<file path="src/rtl/instr_fetch_unit_if.sv">
// Instruction-memory request bus between the fetch unit and instruction memory.
//   imem_req    fetch request (fetch unit -> memory)
//   imem_addr   byte address of the fetch, held stable while imem_req is high
//   imem_ready  handshake complete; imem_rdata valid in the same cycle
//   imem_rdata  fetched instruction word
// master: fetch unit side; slave: memory side.
interface instr_fetch_unit_if;
  logic        imem_req;
  logic [15:0] imem_addr;
  logic        imem_ready;
  logic [15:0] imem_rdata;

  modport master (
    output imem_req,
    output imem_addr,
    input  imem_ready,
    input  imem_rdata
  );

  modport slave (
    input  imem_req,
    input  imem_addr,
    output imem_ready,
    output imem_rdata
  );
endinterface

</file>
<file path="src/rtl/instr_fetch_unit.sv">
// Instruction fetch stage of the 16-bit RISC core.
// Owns the program counter, fetches over the imem req/ready bus, and writes
// the IF/ID pipeline register. Execute-stage redirects (jump / beq / bne)
// reload the PC and flush IF/ID; a response still in flight when the redirect
// arrives is dropped.
// Ports:
//   clk, rst          clock, asynchronous active-high reset
//   imem              instruction-memory bus (master side)
//   id_stall          decode cannot accept; IF/ID holds
//   ex_jump/beq/bne   execute-stage control, ex_zero ALU zero flag
//   ex_pc_plus2       PC+2 of the execute-stage instruction
//   ex_imm            signed branch offset in halfwords
//   ex_jaddr          jump target field
//   if_id_valid/instr/pc_plus2/opcode  IF/ID pipeline register outputs
module instr_fetch_unit #(
  parameter logic [15:0] RESET_PC = 16'h0000
) (
  input  logic                      clk,
  input  logic                      rst,
  instr_fetch_unit_if.master        imem,
  input  logic                      id_stall,
  input  logic                      ex_jump,
  input  logic                      ex_beq,
  input  logic                      ex_bne,
  input  logic                      ex_zero,
  input  logic [15:0]               ex_pc_plus2,
  input  logic [5:0]                ex_imm,
  input  logic [11:0]               ex_jaddr,
  output logic                      if_id_valid,
  output logic [15:0]               if_id_instr,
  output logic [15:0]               if_id_pc_plus2,
  output logic [3:0]                if_id_opcode
);

  localparam logic [1:0] IDLE = 2'd0;
  localparam logic [1:0] REQ  = 2'd1;
  localparam logic [1:0] HOLD = 2'd2;

  function automatic logic [15:0] jump_target(input logic [15:0] pc2,
                                               input logic [11:0] jaddr);
    return {pc2[15:13], jaddr, 1'b0};
  endfunction

  function automatic logic [15:0] branch_target(input logic [15:0] pc2,
                                                 input logic [5:0]  imm);
    logic signed [15:0] off;
    off = {{9{imm[5]}}, imm, 1'b0};
    return pc2 + off;
  endfunction

  logic [1:0]  state;
  logic [15:0] pc;
  logic [15:0] pc_inc;
  logic        discard;
  logic [15:0] stale_addr;
  logic [15:0] skid_instr;
  logic [15:0] skid_pc_plus2;
  logic        redir;
  logic [15:0] target;
  logic        hs;
  logic        if_id_free;

  assign redir      = ex_jump | (ex_beq & ex_zero) | (ex_bne & ~ex_zero);
  assign target     = ex_jump ? jump_target(ex_pc_plus2, ex_jaddr)
                              : branch_target(ex_pc_plus2, ex_imm);
  assign hs         = (state == REQ) & imem.imem_ready;
  assign if_id_free = ~if_id_valid | ~id_stall;
  assign pc_inc     = pc + 16'd2;

  // req is decoded from state only, so an async reset drops it immediately.
  // While a discard is pending the bus keeps the pre-redirect address until
  // the outstanding response arrives; pc already holds the target.
  assign imem.imem_req  = (state == REQ);
  assign imem.imem_addr = discard ? stale_addr : pc;
  assign if_id_opcode   = if_id_instr[15:12];

  // ---- fetch control and IF/ID register ----
  always_ff @(posedge clk or posedge rst) begin
    if (rst) begin
      state          <= IDLE;
      pc             <= RESET_PC;
      discard        <= 1'b0;
      if_id_valid    <= 1'b0;
      if_id_instr    <= 16'h0000;
      if_id_pc_plus2 <= 16'h0000;
    end else if (redir) begin
      // Redirect wins in every state and flushes IF/ID even under id_stall.
      pc          <= target;
      if_id_valid <= 1'b0;
      state       <= REQ;
      if (state == REQ) begin
        if (hs)
          discard <= 1'b0;
        else
          discard <= 1'b1;
      end
    end else begin
      case (state)
        IDLE: begin
          state <= REQ;
          if (!id_stall) if_id_valid <= 1'b0;
        end
        REQ: begin
          if (hs && discard) begin
            discard <= 1'b0;
            if (!id_stall) if_id_valid <= 1'b0;
          end else if (hs && if_id_free) begin
            if_id_valid    <= 1'b1;
            if_id_instr    <= imem.imem_rdata;
            if_id_pc_plus2 <= pc_inc;
            pc             <= pc_inc;
          end else if (hs) begin
            pc    <= pc_inc;
            state <= HOLD;
          end else if (!id_stall) begin
            if_id_valid <= 1'b0;
          end
        end
        HOLD: begin
          if (!id_stall) begin
            if_id_valid    <= 1'b1;
            if_id_instr    <= skid_instr;
            if_id_pc_plus2 <= skid_pc_plus2;
            state          <= REQ;
          end
        end
        default: state <= IDLE;
      endcase
    end
  end

  // ---- skid and stale-address data registers ----
  always_ff @(posedge clk) begin
    if (!redir && hs && !discard && !if_id_free) begin
      skid_instr    <= imem.imem_rdata;
      skid_pc_plus2 <= pc_inc;
    end
    if (redir && (state == REQ) && !hs && !discard)
      stale_addr <= pc;
  end

endmodule

</file>
<file path="src/flat_wrapper.sv">
// flat-port wrapper written by rule: the top's interface ports become plain ports
module instr_fetch_unit_flat 
#(
  parameter logic [15:0] RESET_PC = 16'h0000
)
  (clk, rst, id_stall, ex_jump, ex_beq, ex_bne, ex_zero, ex_pc_plus2, ex_imm, ex_jaddr, if_id_valid, if_id_instr, if_id_pc_plus2, if_id_opcode, imem_imem_req, imem_imem_addr, imem_imem_ready, imem_imem_rdata);
  instr_fetch_unit_if imem_i ();
  input  logic clk;
  input  logic rst;
  input  logic id_stall;
  input  logic ex_jump;
  input  logic ex_beq;
  input  logic ex_bne;
  input  logic ex_zero;
  input  logic [15:0] ex_pc_plus2;
  input  logic [5:0] ex_imm;
  input  logic [11:0] ex_jaddr;
  output logic if_id_valid;
  output logic [15:0] if_id_instr;
  output logic [15:0] if_id_pc_plus2;
  output logic [3:0] if_id_opcode;
  output wire logic [$bits(imem_i.imem_req)-1:0] imem_imem_req;
  output wire logic [$bits(imem_i.imem_addr)-1:0] imem_imem_addr;
  input wire logic [$bits(imem_i.imem_ready)-1:0] imem_imem_ready;
  input wire logic [$bits(imem_i.imem_rdata)-1:0] imem_imem_rdata;
  assign imem_imem_req = imem_i.imem_req;
  assign imem_imem_addr = imem_i.imem_addr;
  assign imem_i.imem_ready = imem_imem_ready;
  assign imem_i.imem_rdata = imem_imem_rdata;
  instr_fetch_unit #(.RESET_PC(RESET_PC)) u_core (.clk(clk), .rst(rst), .imem(imem_i), .id_stall(id_stall), .ex_jump(ex_jump), .ex_beq(ex_beq), .ex_bne(ex_bne), .ex_zero(ex_zero), .ex_pc_plus2(ex_pc_plus2), .ex_imm(ex_imm), .ex_jaddr(ex_jaddr), .if_id_valid(if_id_valid), .if_id_instr(if_id_instr), .if_id_pc_plus2(if_id_pc_plus2), .if_id_opcode(if_id_opcode));
endmodule
</file>
<file path="config.mk">
export PLATFORM = sky130hd
export DESIGN_NAME = instr_fetch_unit_flat
export DESIGN_NICKNAME = d
export VERILOG_FILES = /design/src/rtl/instr_fetch_unit_if.sv /design/src/rtl/instr_fetch_unit.sv /design/src/flat_wrapper.sv
export SDC_FILE = /design/constraint.sdc
export NUM_CORES = 1
export LEC_CHECK = 0
export ABC_CLOCK_PERIOD_IN_PS = 6900
export BUFFER_PORTS_ARGS = -buffer_cell sky130_fd_sc_hd__buf_2
export CAP_MARGIN = 10
export CORE_MARGIN = 2
export CORE_UTILIZATION = 30
export DETAILED_ROUTE_END_ITERATION = 7
export MAX_ROUTING_LAYER = met4
export SLEW_MARGIN = 20
export SYNTH_ARGS = -nofsm -noshare
export SYNTH_HDL_FRONTEND = slang
export SYNTH_SLANG_ARGS = --single-unit
</file>
<file path="constraint.sdc">
create_clock -name clk -period 6.9 [get_ports clk]
set_input_delay 1.035 -clock clk [delete_from_list [all_inputs] [get_ports clk]]
set_output_delay 1.035 -clock clk [all_outputs]
set_load 0.03 [all_outputs]
</file>
==> results of run 1 <==
## layout make-up
cell class                 instances  area, um2
fill                            1781      11300
clock inverter                     5       60.1
clock buffer                      11        243
tap                              229        287
timing repair buffer             114        578
inverter                          14       52.6
sequential                       100       2740
multi-input combinational        355       2530
## metrics by stage
stage               worst slack (ns)  cells
finish                          3.72    828
global placement                3.13    812
global route                    3.50    828
CTS                             3.32    828
detailed placement              2.96    812
floorplan                       2.65    496
## cells by family (layout without fill, tap and decap cells)
logic type	after synthesis	after routing
AOI/OAI and AO/OA	110	110
xor gates and xnor gates	35	35
adders and majority gates	20	20
buffers and inverters	41	144
DFF	100	100
muxes	44	44
and+or+nand+nor	146	146
## cells in the final DEF, fill, tap and decap left out, drive strengths merged, types with 3 or more instances in the layout
cell	count
buf	114
nand2	60
dfrtp	52
o21ai	49
edfxtp	48
nor2	31
mux2i	27
xnor2	22
a21oi	21
ha	19
mux2	17
inv	14
xor2	13
nand3	13
clkbuf	11
nor3	10
nor2b	8
o31ai	8
a211oi	6
o21a	4
nand4	4
nand3b	3
and4	3
a21o	3
and2	3
nor3b	3
clkinv	3
## worst max-delay path: cells and delay by family
family,cells,cell delay [ns]
simple gates,2,0.85
compound gates,2,0.71
mux,1,0.67
buf+inv,1,0.11
## worst min path at each step
stage	startpoint	to	slack [ns]	cells past startpoint
after global routing	u_core.if_id_instr[5]	u_core.if_id_instr[5]	0.51	2
after floorplan	u_core.pc[3]	u_core.stale_addr[3]	0.42	0
after global placement	u_core.if_id_instr[3]	u_core.if_id_instr[3]	0.46	2
final	u_core.if_id_pc_plus2[9]	u_core.if_id_pc_plus2[9]	0.47	2
after CTS	u_core.if_id_pc_plus2[9]	u_core.if_id_pc_plus2[9]	0.48	2
after detailed placement	u_core.if_id_pc_plus2[9]	u_core.if_id_pc_plus2[9]	0.46	2
## flip-flops by register name (all words and copies together), names as in the netlist
name                   flops
u_core.discard             1
u_core.if_id_instr        16
u_core.if_id_pc_plus2     16
u_core.if_id_valid         1
u_core.pc                 16
u_core.skid_instr         16
u_core.skid_pc_plus2      16
u_core.stale_addr         16
u_core.state               2
## metal layers
layer / up-vias / track usage
met1: 1812 / 0.197
met4: 0 / 0.0242
met5: - / -
met2: 154 / 0.199
met3: 6 / 0.0204
li1: 1977 / -
## power by group through the flow
stage | Combinational (uW) | Clock, uW | Sequential [uW]
after CTS | 496 | 520 | 766
after global routing | 532 | 543 | 778
after detailed placement | 494 | 0 | 779
after global placement | 487 | 0 | 775
final | 494 | 506 | 765
after floorplan | 247 | 0 | 873
==> impl_results.md, run 1 <==
- Max cap viols: 0
- Crit-path max FO: 64
- Post-Synth Simple-Gate Area: 0.133
- HP Class: flip-flop to flip-flop
- CORE AREA: 17800 um2
- Total gr overflow: 0
- First-pass GRT wire length: 20.7 mm
- Antenna-violating nets left: 0
- Die height: 138 um
- Synth top area share: 0.266
- Top_reg_cell synth: dfrtp_1
- Clock share of power: 0.287
- Asr flop ratio synth: 0.520
- TNS Setup: 0 ns
- PostCTS Resize Cnt: 0
- Top cell types by occurrence after synthesis: 59 x nand2_1, 52 x dfrtp_1, 48 x edfxtp_1
- Critical-path cell list: buf_2, mux2i_2, nand2_1, a21oi_1, nand3_4, o31ai_1
- Clock Skews: 0.0119 ns
- Critical Path End: u_core.if_id_pc_plus2[3]
- Top Layer Used: met4
- RSZ-0062 raised after global routing: no
- Vias per inst: 4.77
- TritonCTS clock tree: done
- PortBufs: 111
- Vias in the first global route: 3898
- CP max-delay cell: mux2i_2
- FF-to-FF setup slack: 4.46 ns
- Fin nets: 672
- Synth area leaders: edfxtp_1 27%, dfrtp_1 24%, mux2i_1 4.8%, ha_1 4.4%, o21ai_0 4.3%
- Mapped Avg Cell Area: 10.9 um2
- Switching Power: 605 uW
- Routed wire length: 12.6 mm
- Largest family of logic cells by synthesized area: compound AO/OA/AOI/OAI gates
- Post-synthesis cell type count: 70
- Inserted Diodes: 0
- Slowest Stage Delay on Critical Path: 0.67 ns
- Detail Placement HPWL: 9.16 mm
- DR DRC count: 0
- RD Place Congestion: 0.901
- Register bit total from synthesis: 100
- Crit path from: ex_zero
- Final Instance Area: 6490 um2
- Critical path type: primary input to flip-flop
- WL met2: 5.40 mm
- Routed via count: 3949
- Top-count cell post-synth: nand2_1
- Switching share of power: 0.342
- Design Power: 1770 uW
- Net Count, Synth: 574
- # clock sinks: 100
- Rel. slew slack: 0.424
- CTS buffer count: 9
- Final setup viols: 0
- Root Buffer: clkbuf_16
- YS warnings: 0
- First-pass DRT Iterations: 4
- Reg2reg start: u_core.discard
- Proportion of power drawn by flip-flops and latches: 0.434
- R2R depth: 6
- CP required: 7.13 ns
- Outcome: complete, no violations
- M1 wire length: 6.44 mm
- Die Span X: 138 um
- Final core occ: 0.364
- Pwr/cell area: 272 nW/um2
- Met3 WL: 648 um
- R2r endpoint: u_core.pc[12]
- Slew @ Worst Pin: 0.864 ns
- Skew-Pair Late Insertion Delay: 0.34 ns
- Initial antenna violation count: 0
- Area after DPL: 6170 um2
- Overall routing resource usage: 0.134
- CP Capture Type: flip-flop
- I/O Pins: 112
- Internal power: 1160 uW
- Largest net degree at the start of global routing: 65
- Max-slew violation count: 0
- Startpoint types: primary input
- Peak supply drop: 0.000174 V
- Synth area leader: edfxtp_1
- Area Overhead vs Synth: 19.9%
- Synth Area in Compound Gates: 0.137
- Longest Clk Path Bufs: 2
- Initial DRC count: 283
- Fraction of layout cells with a size suffix above 1: 0.289
- Mux share of post-synthesis cell area: 0.0860
- Comb pwr share: 0.280
- Post-synth EDFFs: 48
- Post-Synthesis Cell Area: 5420 um2
- CTS H-tree depth: 3
- Die area: 19100 um2
- Post-Synth XOR/XNOR Area: 0.0580
- Post-CTS Setup Repair Bufs: 0
- LEAKAGE: 0.00263 uW
- Crit path DAT: 3.41 ns
- Worst hold slack: 0.472 ns
- Initial core utilization: 0.304
- Clock-pin slew on the worst setup and hold paths: 0.06 ns
- Post-CTS Hold Fix Bufs: 0
- Synth Area in Adders: 0.0476
- FMAX: 314 MHz
- Seq/Total Area, Yosys: 0.506
- Final Hold Fails: 0
- Period utilization: 0.462
- Post-Syn Instances: 496
- DR WL/cell: 15.2 um
- Final min period: 3.18 ns
- Row cnt: 49
Note: power is estimated with default switching activity, not from simulation.
==> inputs of run 2 (changes only) <==
ABC_CLOCK_PERIOD_IN_PS = 3100   (was 6900)
clock period = 3.1 ns   (was 6.9 ns; I/O delays follow)
==> impl_results.md, run 2 (same netlist as run 1, synthesis figures left out) <==
- Outcome: complete, no violations (unchanged)
- Max-slew violation count: 0 (unchanged)
- Clock-pin slew on the worst setup and hold paths: 0.06 ns (about the same)
- Routed via count: 4052 (was 3949)
- Post-CTS Hold Fix Bufs: 0 (unchanged)
- Routed wire length: 12.9 mm (was 12.6 mm)
- Commonest non-fill, non-tap cell in the layout: buf_2 (unchanged)
- CP Capture Type: flip-flop (unchanged)
- First-pass DRT Iterations: 6 (was 4)
- Pwr/cell area: 603 nW/um2 (was 272 nW/um2)
- Detail Placement HPWL: 9.54 mm (was 9.16 mm)
- Max cap viols: 0 (unchanged)
- Most frequent cells in the layout: 111 x buf_2, 59 x nand2_1, 52 x dfrtp_1, 48 x edfxtp_1, 46 x o21ai_0 (unchanged)
- Final core occ: 0.367 (was 0.364)
- Post-CTS Setup Repair Bufs: 0 (unchanged)
- HP Class: primary input to async pin (was flip-flop to flip-flop)
- FMAX: 409 MHz
- Fraction of layout cells with a size suffix above 1: 0.297 (was 0.289)
- Initial core utilization: 0.304 (unchanged)
- CP required: 3.33 ns (was 7.13 ns)
- Register area: 2740 um2 (unchanged)
- Crit path DAT: 2.67 ns (was 3.41 ns)
- LEAKAGE: 0.00268 uW (was 0.00263 uW)
- Root Buffer: clkbuf_16 (unchanged)
- Die Span X: 138 um (unchanged)
- Die height: 138 um (unchanged)
- I/O Pins: 112 (unchanged)
- Antenna-violating nets left: 0 (unchanged)
- Final Hold Fails: 0 (unchanged)
- Final setup viols: 0 (unchanged)
- # clock sinks: 100 (unchanged)
- CTS H-tree depth: 3 (unchanged)
- Critical path type: primary input to flip-flop (unchanged)
- Peak supply drop: 0.000446 V (was 0.000174 V)
- Die area: 19100 um2 (unchanged)
- Initial antenna violation count: 0 (unchanged)
- Crit-path max FO: 4 (was 64)
- # fillers: 1783 (was 1781)
- Total gr overflow: 0 (unchanged)
- Inserted Diodes: 0 (unchanged)
- Final min period: 2.44 ns
- Startpoint types: primary input (unchanged)
- FF-to-FF setup slack: 0.72 ns (was 4.46 ns)
- PortBufs: 111 (unchanged)
- DR DRC count: 0 (unchanged)
- Fin nets: 680 (was 672)
- Vias in the first global route: 4110 (was 3898)
- RSZ-0062 raised after global routing: no (unchanged)
- Slew @ Worst Pin: 0.756 ns (was 0.864 ns)
- Vias per inst: 4.85 (was 4.77)
- Area Overhead vs Synth: 21.0% (was 19.9%)
- PostCTS Resize Cnt: 0 (unchanged)
- TNS Setup: 0 ns (unchanged)
- Multi-input gate area: 2520 um2 (was 2530 um2)
- TritonCTS clock tree: done (unchanged)
- CORE AREA: 17800 um2 (unchanged)
- Skew-Pair Late Insertion Delay: 0.35 ns (was 0.34 ns)
- Design Power: 3950 uW (was 1770 uW)
- RD Place Congestion: 0.908 (was 0.901)
- Initial DRC count: 265 (was 283)
- CTS buffer count: 9 (unchanged)
- Largest net degree at the start of global routing: 65 (unchanged)
- Period utilization: 0.788
- Setup ws final: 0.657 ns (was 3.72 ns)
- Post-place setup slack: 0.317 ns (was 2.96 ns)
- Overall routing resource usage: 0.142 (was 0.134)
- Row cnt: 49 (unchanged)
- DR WL/cell: 15.5 um (was 15.2 um)
- Longest Clk Path Bufs: 2 (unchanged)
- First-pass GRT wire length: 21.5 mm (was 20.7 mm)
- Clock Skews: 0.00483 ns (was 0.0119 ns)
- Rel. slew slack: 0.495 (was 0.424)
-- run 2: cell count changes in the layout (fill, tap and decap cells not counted), sizes merged --
| cell | change |
|---|---|
| clkbuf | +1 |
| buf | +8 |
| clkinv | -1 |
| inv | -1 |
-- run 2: metrics by stage --
step                hold slack [ns]  std cells  instance area, um2
CTS                           0.269        835                6550
detailed placement            0.465        820                6250
finish                        0.248        835                6550
floorplan                     0.420        496                5430
global route                  0.301        835                6550
global placement              0.457        820                6250
-- run 2: path summary, 6_finish.rpt --
path | from | to | depth (start not counted)
min in group clk | imem_imem_rdata[2] | u_core.skid_instr[2] | 1
worst max-delay path | ex_pc_plus2[1] | u_core.pc[15] | 11
worst min-delay path | rst | u_core.if_id_instr[6] | 2
worst min register to register | u_core.if_id_instr[4] | u_core.if_id_instr[4] | 2
worst max register to register | u_core.state[1] | u_core.pc[12] | 8
max in group asynchronous | rst | u_core.if_id_instr[7] | 3
-- run 2: worst max-delay path, cell delays in order --
cell and delay (ns):
buf_2 0.08, ha_1 0.19, inv_1 0.07, fa_1 0.37, and2b_1 0.25, o2111ai_2 0.16
a21oi_2 0.27, o311ai_4 0.15, o21ai_0 0.23, mux2i_1 0.12, a311o_1 0.33
-- run 2: final cells by class --
| class | count | area share |
|---|---|---|
| sequential | 100 | 0.418 |
| multi-input combinational | 355 | 0.384 |
| timing repair buffer | 122 | 0.0993 |
| tap | 229 | 0.0437 |
| clock buffer | 12 | 0.0391 |
| inverter | 14 | 0.00802 |
| clock inverter | 3 | 0.00706 |
-- run 2: power by group --
part / leakage [uW] / switching (uW) / internal, uW / total (uW)
combinational: 0.00146 / 750 / 371 / 1120
clock: 0.000145 / 469 / 667 / 1140
sequential: 0.00108 / 126 / 1570 / 1700
total: 0.00268 / 1340 / 2610 / 3950
-- run 2: routing by layer --
| metal | track usage | vias to the layer above | wire, um |
|---|---|---|---|
| met4 | 0.0354 | 0 | 123 |
| met5 | - | - | 0 |
| met2 | 0.207 | 161 | 5600 |
| met1 | 0.199 | 1889 | 6340 |
| li1 | - | 1991 | - |
| met3 | 0.0360 | 11 | 851 |
